[src/rtl/multi_cycle_ctrl_if.sv]
// multi_cycle_ctrl_if: control-unit to datapath/memory signal bundle.
// master = control unit, slave = datapath and memory.
interface multi_cycle_ctrl_if;
    logic [5:0] op;
    logic [5:0] func;
    logic       zero;
    logic       mem_ready;
    logic       mem_req;
    logic       iord;
    logic       mem_write;
    logic       ir_write;
    logic       pc_write;
    logic       pc_src;
    logic       alu_src_a;
    logic [1:0] alu_src_b;
    logic [3:0] alu_op;
    logic       sz_en;
    logic       reg_dst;
    logic       mem_to_reg;
    logic       reg_write;
    logic       halted;
    logic [1:0] err_code;

    modport master (
        input  op, func, zero, mem_ready,
        output mem_req, iord, mem_write, ir_write, pc_write, pc_src, alu_src_a, alu_src_b,
               alu_op, sz_en, reg_dst, mem_to_reg, reg_write, halted, err_code
    );

    modport slave (
        output op, func, zero, mem_ready,
        input  mem_req, iord, mem_write, ir_write, pc_write, pc_src, alu_src_a, alu_src_b,
               alu_op, sz_en, reg_dst, mem_to_reg, reg_write, halted, err_code
    );
endinterface

[src/rtl/multi_cycle_ctrl.sv]
// multi_cycle_ctrl: multi-cycle MIPS control FSM with memory handshake, illegal-op and timeout traps.
// Optional cycle/instruction counters are built when MC_PERF_CNT_EN is defined.
module multi_cycle_ctrl #(
    parameter int MEM_TIMEOUT = 16,
    parameter int CNT_W       = 32
) (
    input  logic clk,
    input  logic reset,
    multi_cycle_ctrl_if.master bus
`ifdef MC_PERF_CNT_EN
    ,
    output logic [CNT_W-1:0] cycle_cnt,
    output logic [CNT_W-1:0] instr_cnt
`endif
);
    localparam logic [3:0] A_ADD = 4'd0, A_SUB = 4'd1, A_SLT = 4'd2, A_SLTU = 4'd3, A_AND = 4'd4,
                           A_OR = 4'd5, A_NOR = 4'd6, A_XOR = 4'd7, A_LUI = 4'd8;
    localparam int W = (MEM_TIMEOUT < 2) ? 1 : $clog2(MEM_TIMEOUT + 1);
    localparam logic [W-1:0] TMO_LAST = W'((MEM_TIMEOUT == 0) ? 0 : MEM_TIMEOUT - 1);

    typedef enum logic [3:0] {
        FETCH, DECODE, REXE, RWB, IEXE, IWB, MEMADR, MEMRD, MEMWB, MEMWR, BRANCH, HALT
    } state_e;

    state_e     state_q, state_d;
    logic [1:0] err_q, err_d;
    logic [W-1:0] wait_q, wait_d;
    logic       r_ok, i_sz, timeout;
    logic [3:0] r_op, i_op;

    always_comb begin
        r_ok = 1'b1;
        r_op = A_ADD;
        case (bus.func)
            6'h20, 6'h21: r_op = A_ADD;
            6'h22, 6'h23: r_op = A_SUB;
            6'h24:        r_op = A_AND;
            6'h25:        r_op = A_OR;
            6'h26:        r_op = A_XOR;
            6'h27:        r_op = A_NOR;
            6'h2A:        r_op = A_SLT;
            6'h2B:        r_op = A_SLTU;
            default:      r_ok = 1'b0;
        endcase
    end

    // I-type ops 0x08-0x0F: low three op bits select the ALU function
    always_comb begin
        i_op = A_LUI;
        i_sz = ~bus.op[2];
        case (bus.op[2:0])
            3'd0, 3'd1: i_op = A_ADD;
            3'd2:       i_op = A_SLT;
            3'd3:       i_op = A_SLTU;
            3'd4:       i_op = A_AND;
            3'd5:       i_op = A_OR;
            3'd6:       i_op = A_XOR;
            default:    i_op = A_LUI;
        endcase
    end

    always_comb begin
        state_d        = state_q;
        err_d          = err_q;
        timeout        = (MEM_TIMEOUT != 0) && (wait_q == TMO_LAST) && !bus.mem_ready;
        bus.mem_req    = 1'b0;
        bus.iord       = 1'b0;
        bus.mem_write  = 1'b0;
        bus.ir_write   = 1'b0;
        bus.pc_write   = 1'b0;
        bus.pc_src     = 1'b0;
        bus.alu_src_a  = 1'b0;
        bus.alu_src_b  = 2'd0;
        bus.alu_op     = A_ADD;
        bus.sz_en      = 1'b0;
        bus.reg_dst    = 1'b0;
        bus.mem_to_reg = 1'b0;
        bus.reg_write  = 1'b0;
        case (state_q)
            FETCH: begin
                bus.mem_req   = 1'b1;
                bus.alu_src_b = 2'd1;
                bus.ir_write  = bus.mem_ready;
                bus.pc_write  = bus.mem_ready;
                state_d       = bus.mem_ready ? DECODE : timeout ? HALT : FETCH;
            end
            DECODE: begin
                bus.alu_src_b = 2'd3;
                bus.sz_en     = 1'b1;
                state_d       = (bus.op == 6'h00) ? (r_ok ? REXE : HALT) :
                                (bus.op == 6'h23 || bus.op == 6'h2B) ? MEMADR :
                                (bus.op == 6'h04 || bus.op == 6'h05) ? BRANCH :
                                (bus.op[5:3] == 3'b001) ? IEXE : HALT;
            end
            REXE: begin
                bus.alu_src_a = 1'b1;
                bus.alu_op    = r_op;
                state_d       = RWB;
            end
            IEXE: begin
                bus.alu_src_a = 1'b1;
                bus.alu_src_b = 2'd2;
                bus.alu_op    = i_op;
                bus.sz_en     = i_sz;
                state_d       = IWB;
            end
            RWB, IWB, MEMWB: begin
                bus.reg_dst    = (state_q == RWB);
                bus.mem_to_reg = (state_q == MEMWB);
                bus.reg_write  = 1'b1;
                state_d        = FETCH;
            end
            MEMADR: begin
                bus.alu_src_a = 1'b1;
                bus.alu_src_b = 2'd2;
                bus.sz_en     = 1'b1;
                state_d       = (bus.op == 6'h23) ? MEMRD : MEMWR;
            end
            MEMRD, MEMWR: begin
                bus.mem_req   = 1'b1;
                bus.iord      = 1'b1;
                bus.mem_write = (state_q == MEMWR);
                state_d       = bus.mem_ready ? ((state_q == MEMRD) ? MEMWB : FETCH) :
                                timeout ? HALT : state_q;
            end
            BRANCH: begin
                bus.alu_src_a = 1'b1;
                bus.alu_op    = A_SUB;
                bus.pc_src    = 1'b1;
                bus.pc_write  = bus.op[0] ? ~bus.zero : bus.zero;
                state_d       = FETCH;
            end
            default: state_d = HALT;
        endcase
        if (state_q != HALT && state_d == HALT)
            err_d = (state_q == DECODE) ? 2'd1 : 2'd2;
        wait_d = (state_d != state_q) ? '0 :
                 ((state_q == FETCH || state_q == MEMRD || state_q == MEMWR) && !bus.mem_ready) ?
                 wait_q + W'(1) : wait_q;
        // the FETCH strobes are Mealy on mem_ready, so they must be masked while reset is high
        if (reset) begin
            bus.mem_write = 1'b0;
            bus.ir_write  = 1'b0;
            bus.pc_write  = 1'b0;
            bus.reg_write = 1'b0;
        end
    end

    always_ff @(posedge clk or posedge reset) begin
        if (reset) begin
            state_q <= FETCH;
            err_q   <= 2'd0;
            wait_q  <= '0;
        end else begin
            state_q <= state_d;
            err_q   <= err_d;
            wait_q  <= wait_d;
        end
    end

    assign bus.halted   = (state_q == HALT);
    assign bus.err_code = err_q;

`ifdef MC_PERF_CNT_EN
    always_ff @(posedge clk or posedge reset) begin
        if (reset) begin
            cycle_cnt <= '0;
            instr_cnt <= '0;
        end else if (state_q != HALT) begin
            cycle_cnt <= cycle_cnt + CNT_W'(1);
            if (state_d == FETCH && (state_q == RWB || state_q == IWB || state_q == MEMWB ||
                                     state_q == MEMWR || state_q == BRANCH))
                instr_cnt <= instr_cnt + CNT_W'(1);
        end
    end
`endif
endmodule

[src/flat_wrapper.sv]
// flat-port wrapper written by rule: the top's interface ports become plain ports
module multi_cycle_ctrl_flat 
#(
    parameter int MEM_TIMEOUT = 16,
    parameter int CNT_W       = 32
)
  (clk, reset, bus_op, bus_func, bus_zero, bus_mem_ready, bus_mem_req, bus_iord, bus_mem_write, bus_ir_write, bus_pc_write, bus_pc_src, bus_alu_src_a, bus_alu_src_b, bus_alu_op, bus_sz_en, bus_reg_dst, bus_mem_to_reg, bus_reg_write, bus_halted, bus_err_code);
  multi_cycle_ctrl_if bus_i ();
  input  logic clk;
  input  logic reset;
  input wire logic [$bits(bus_i.op)-1:0] bus_op;
  input wire logic [$bits(bus_i.func)-1:0] bus_func;
  input wire logic [$bits(bus_i.zero)-1:0] bus_zero;
  input wire logic [$bits(bus_i.mem_ready)-1:0] bus_mem_ready;
  output wire logic [$bits(bus_i.mem_req)-1:0] bus_mem_req;
  output wire logic [$bits(bus_i.iord)-1:0] bus_iord;
  output wire logic [$bits(bus_i.mem_write)-1:0] bus_mem_write;
  output wire logic [$bits(bus_i.ir_write)-1:0] bus_ir_write;
  output wire logic [$bits(bus_i.pc_write)-1:0] bus_pc_write;
  output wire logic [$bits(bus_i.pc_src)-1:0] bus_pc_src;
  output wire logic [$bits(bus_i.alu_src_a)-1:0] bus_alu_src_a;
  output wire logic [$bits(bus_i.alu_src_b)-1:0] bus_alu_src_b;
  output wire logic [$bits(bus_i.alu_op)-1:0] bus_alu_op;
  output wire logic [$bits(bus_i.sz_en)-1:0] bus_sz_en;
  output wire logic [$bits(bus_i.reg_dst)-1:0] bus_reg_dst;
  output wire logic [$bits(bus_i.mem_to_reg)-1:0] bus_mem_to_reg;
  output wire logic [$bits(bus_i.reg_write)-1:0] bus_reg_write;
  output wire logic [$bits(bus_i.halted)-1:0] bus_halted;
  output wire logic [$bits(bus_i.err_code)-1:0] bus_err_code;
  assign bus_i.op = bus_op;
  assign bus_i.func = bus_func;
  assign bus_i.zero = bus_zero;
  assign bus_i.mem_ready = bus_mem_ready;
  assign bus_mem_req = bus_i.mem_req;
  assign bus_iord = bus_i.iord;
  assign bus_mem_write = bus_i.mem_write;
  assign bus_ir_write = bus_i.ir_write;
  assign bus_pc_write = bus_i.pc_write;
  assign bus_pc_src = bus_i.pc_src;
  assign bus_alu_src_a = bus_i.alu_src_a;
  assign bus_alu_src_b = bus_i.alu_src_b;
  assign bus_alu_op = bus_i.alu_op;
  assign bus_sz_en = bus_i.sz_en;
  assign bus_reg_dst = bus_i.reg_dst;
  assign bus_mem_to_reg = bus_i.mem_to_reg;
  assign bus_reg_write = bus_i.reg_write;
  assign bus_halted = bus_i.halted;
  assign bus_err_code = bus_i.err_code;
  multi_cycle_ctrl #(.MEM_TIMEOUT(MEM_TIMEOUT), .CNT_W(CNT_W)) u_core (.clk(clk), .reset(reset), .bus(bus_i));
endmodule
[config.mk]
export PLATFORM = sky130hd
export DESIGN_NAME = multi_cycle_ctrl_flat
export DESIGN_NICKNAME = d
export VERILOG_FILES = /design/src/rtl/multi_cycle_ctrl_if.sv /design/src/rtl/multi_cycle_ctrl.sv /design/src/flat_wrapper.sv
export SDC_FILE = /design/constraint.sdc
export NUM_CORES = 1
export LEC_CHECK = 0
export BUFFER_PORTS_ARGS = -buffer_cell sky130_fd_sc_hd__buf_2
export CAP_MARGIN = 5
export CORE_MARGIN = 2
export CORE_UTILIZATION = 45
export CTS_BUF_LIST = sky130_fd_sc_hd__clkbuf_2
export DETAILED_ROUTE_END_ITERATION = 8
export GPL_ROUTABILITY_DRIVEN = 0
export HOLD_SLACK_MARGIN = 0.05
export PLACE_DENSITY_LB_ADDON = 0.05
export SLEW_MARGIN = 30
export SYNTH_ARGS = -nofsm -noshare
export SYNTH_HDL_FRONTEND = slang
export SYNTH_SLANG_ARGS = --single-unit
[constraint.sdc]
create_clock -name clk -period 5.64 [get_ports clk]
set_input_delay 0.564 -clock clk [delete_from_list [all_inputs] [get_ports clk]]
set_output_delay 0.564 -clock clk [all_outputs]
set_load 0.05 [all_outputs]
==> results.md <==
- Outcome: finished clean
- Vias/cell: 5.73
- Largest net degree at the start of global routing: 25
- Unique masters post-synth: 51
- Net Count, Synth: 177
- Crit Path Max Fanout: 19
- Vias in the first global route: 1167
- Fin crit share: 0.462
- # Post-CTS Setup Buffers: 0
- Mean post-synth cell area: 7.53 sq um
- Wire per inst: 14.0 um
- Critical R2R Capture: u_core.wait_q[1]
- Startpoint types: register
- Root buffer cell: clkbuf_2
- Setup violations, final: 0
- Min-delay worst type: in2async
- Buf+Inv Stages, Crit Path: 2
- Setup TNS: 0 ps
- Row cnt: 18
- Clock Sinks: 11
- First-pass GRT wire length: 5.17 mm
- Input/output buffers: 35
- Syn Inst Count: 159
- Synth top area cells: dfrtp_1, nor3_1, nor2_1
- Area growth, synth to finish: 15.6%
- Slew Limit Headroom: 0.538
- Hold buffer count at CTS: 0
- Die H: 55.6 um
- R2r setup slk: 3150 ps
- Antenna cells: 0
- Leading post-synthesis cells by instance count: nor2_1, nor3_1, nand2_1, dfrtp_1, o21ai_0
- Max Cap Viol: 0
- Initial antenna violation count: 0
- Latest clock arrival within the worst-skew pair: 240 ps
- Seq cells post-synth: 11
- Reg clk slew, reported paths: 100 ps
- Antenna Nets Post-Route: 0
- Pwr dens: 511 mW/mm^2
- Worst reg2reg startpoint: u_core.wait_q[0]
- Worst path arrival time: 2040 ps
- Top_reg_cell synth: dfrtp_1
- Gr ovfl total: 0
- Final net count: 208
- Number of synthesized flops with an enable pin: 0
- CTS tree: built
- Core Box Area: 0.00250 sq mm
- FMAX: 0.384 GHz
- Layout cells sized above 1: 0.265
- IO Pins: 36
- Fin. Hold Viols: 0
- Slew Limit Fails: 0
- DRC viols: 0
- Mapped cell area: 0.00120 sq mm
- Critical path class: reg2out
- Worst slew pin tran: 692 ps
- TritonRoute pass-1 iters: 4
- Critical Path, Cell by Cell: inv_1 -> nor2_1 -> nand3_1 -> a21oi_1 -> a31o_2 -> buf_2
- GR Util All Layers: 0.199
- Crit-path slowest cell: dfrtp_1
- Synth warn: 0
- DR vias: 1254
- CP Data Required Time: 5080 ps
- Total Wirelength: 3.06 mm
- DP HPWL: 2.41 mm
- Crit-path leading delay family: flip-flops
- CP Capture Type: primary output
- Seq/Total Area, Yosys: 0.230
- Fillers: 266
- CTS max path bufs: 2
- Initial Util: 0.479
- Top cell type's share of synthesized area: 0.230
- RSZ-0062 raised after global routing: no
- Fin crit period: 2600 ps
- Post_cts resized: 0
- Leak Pwr: 0.661 nW
- Number of H-tree levels: 1
- Initial DRC count: 38
- R2r worst-path depth: 9
- Worst hold margin: 346 ps
- Post-synth ARST share: 1.00
- FF+latch area: 275 sq um
- Clk_skew: 0.210 ps
- Die width: 55.6 um
- Area leader, netlist: dfrtp_1
- Largest stage delay, worst path: 740 ps
- Cell with the most instances after synthesis: nor2_1
- CTS buffer count: 3
- Die area: 0.00309 sq mm
- Footprint of the multi-input gates: 846 sq um
- Max VDD drop: 0.329 mV
==> registers in the layout, summed over array words and instances (netlist names) <==
register             count
u_core.wait_q            5
u_core.bus.err_code      2
u_core.state_q           4
==> layout make-up <==
| cell class | count | area share |
|---|---|---|
| multi-input combinational | 131 | 0.611 |
| inverter | 8 | 0.0217 |
| sequential | 11 | 0.199 |
| tap | 30 | 0.0271 |
| timing repair buffer | 35 | 0.127 |
| clock buffer | 4 | 0.0145 |
==> cells in the final DEF, fill, tap and decap left out, types with 2 or more instances in the layout <==
master    count
xor2_1        4
buf_2        35
o21a_1        2
nand2_1      13
and3b_1       2
nor3_1       14
nor2_1       15
a211oi_1      2
nor3b_1       3
xnor2_1       3
or2_2         2
o21ai_0       9
nor4b_1       2
a31o_2        2
a31oi_1       2
clkbuf_2      4
a21o_1        3
and2_1        2
ha_1          2
inv_1         8
nand3_1       4
mux2i_1       2
nor2b_1       6
nand2b_1      7
a21oi_1       7
dfrtp_1      11
==> cell families after synthesis <==
family	Yosys count	share of synthesized area
and+or+nand+nor	79	0.365
AOI/OAI and AO/OA	41	0.253
buffers and inverters	17	0.0637
DFF	11	0.230
xor gates and xnor gates	7	0.0512
muxes	2	0.0167
adders and majority gates	2	0.0209
==> worst max path at each step <==
stage	start	to	slack (ps)	cells after the start
4_1_cts	u_core.state_q[0]	bus_pc_write	3040	5
2_1_floorplan	u_core.state_q[3]	bus_reg_write	2300	5
6_report	u_core.state_q[2]	bus_alu_op[2]	3040	6
5_1_grt	u_core.state_q[2]	bus_alu_op[2]	2840	6
3_5_place_dp	u_core.wait_q[0]	u_core.wait_q[1]	3180	9
3_3_place_gp	u_core.wait_q[0]	u_core.wait_q[3]	3230	9
==> worst register-to-register path: cells and delay by family, from the launching register on <==
kind                     cells  cell delay (ps)
AND/OR/NAND/NOR              3              590
adder cells (fa/ha/maj)      2              430
flip-flops                   1              420
AO/OA/AOI/OAI                4              920
==> stage by stage <==
stage	cell area, sq um	util	total power [mW]	std cells	setup slack (ps)
2_1_floorplan	1200	-	0.567	159	2300
3_3_place_gp	1360	0.546	0.660	215	3230
3_5_place_dp	1360	0.546	0.664	215	3180
4_1_cts	1380	0.554	0.710	219	3040
5_1_grt	1380	0.554	0.760	219	2840
6_report	1380	0.554	0.707	219	3040
==> power breakdown <==
| group | switching [mW] | total, mW | leakage (nW) | internal [mW] |
|---|---|---|---|---|
| sequential | 0.0649 | 0.164 | 0.144 | 0.0993 |
| clock | 0.0233 | 0.0421 | 0.0166 | 0.0188 |
| combinational | 0.341 | 0.500 | 0.500 | 0.159 |
| total | 0.429 | 0.707 | 0.661 | 0.277 |
==> layer usage <==
layer	share of wire	GRT usage	vias to the layer above
li1	-	-	632
met1	0.47	0.279	587
met2	0.48	0.320	33
met3	0.049	0.0140	2
met4	0.0039	0.0767	0
met5	0	0	-
(Power assumes the default switching activity.)
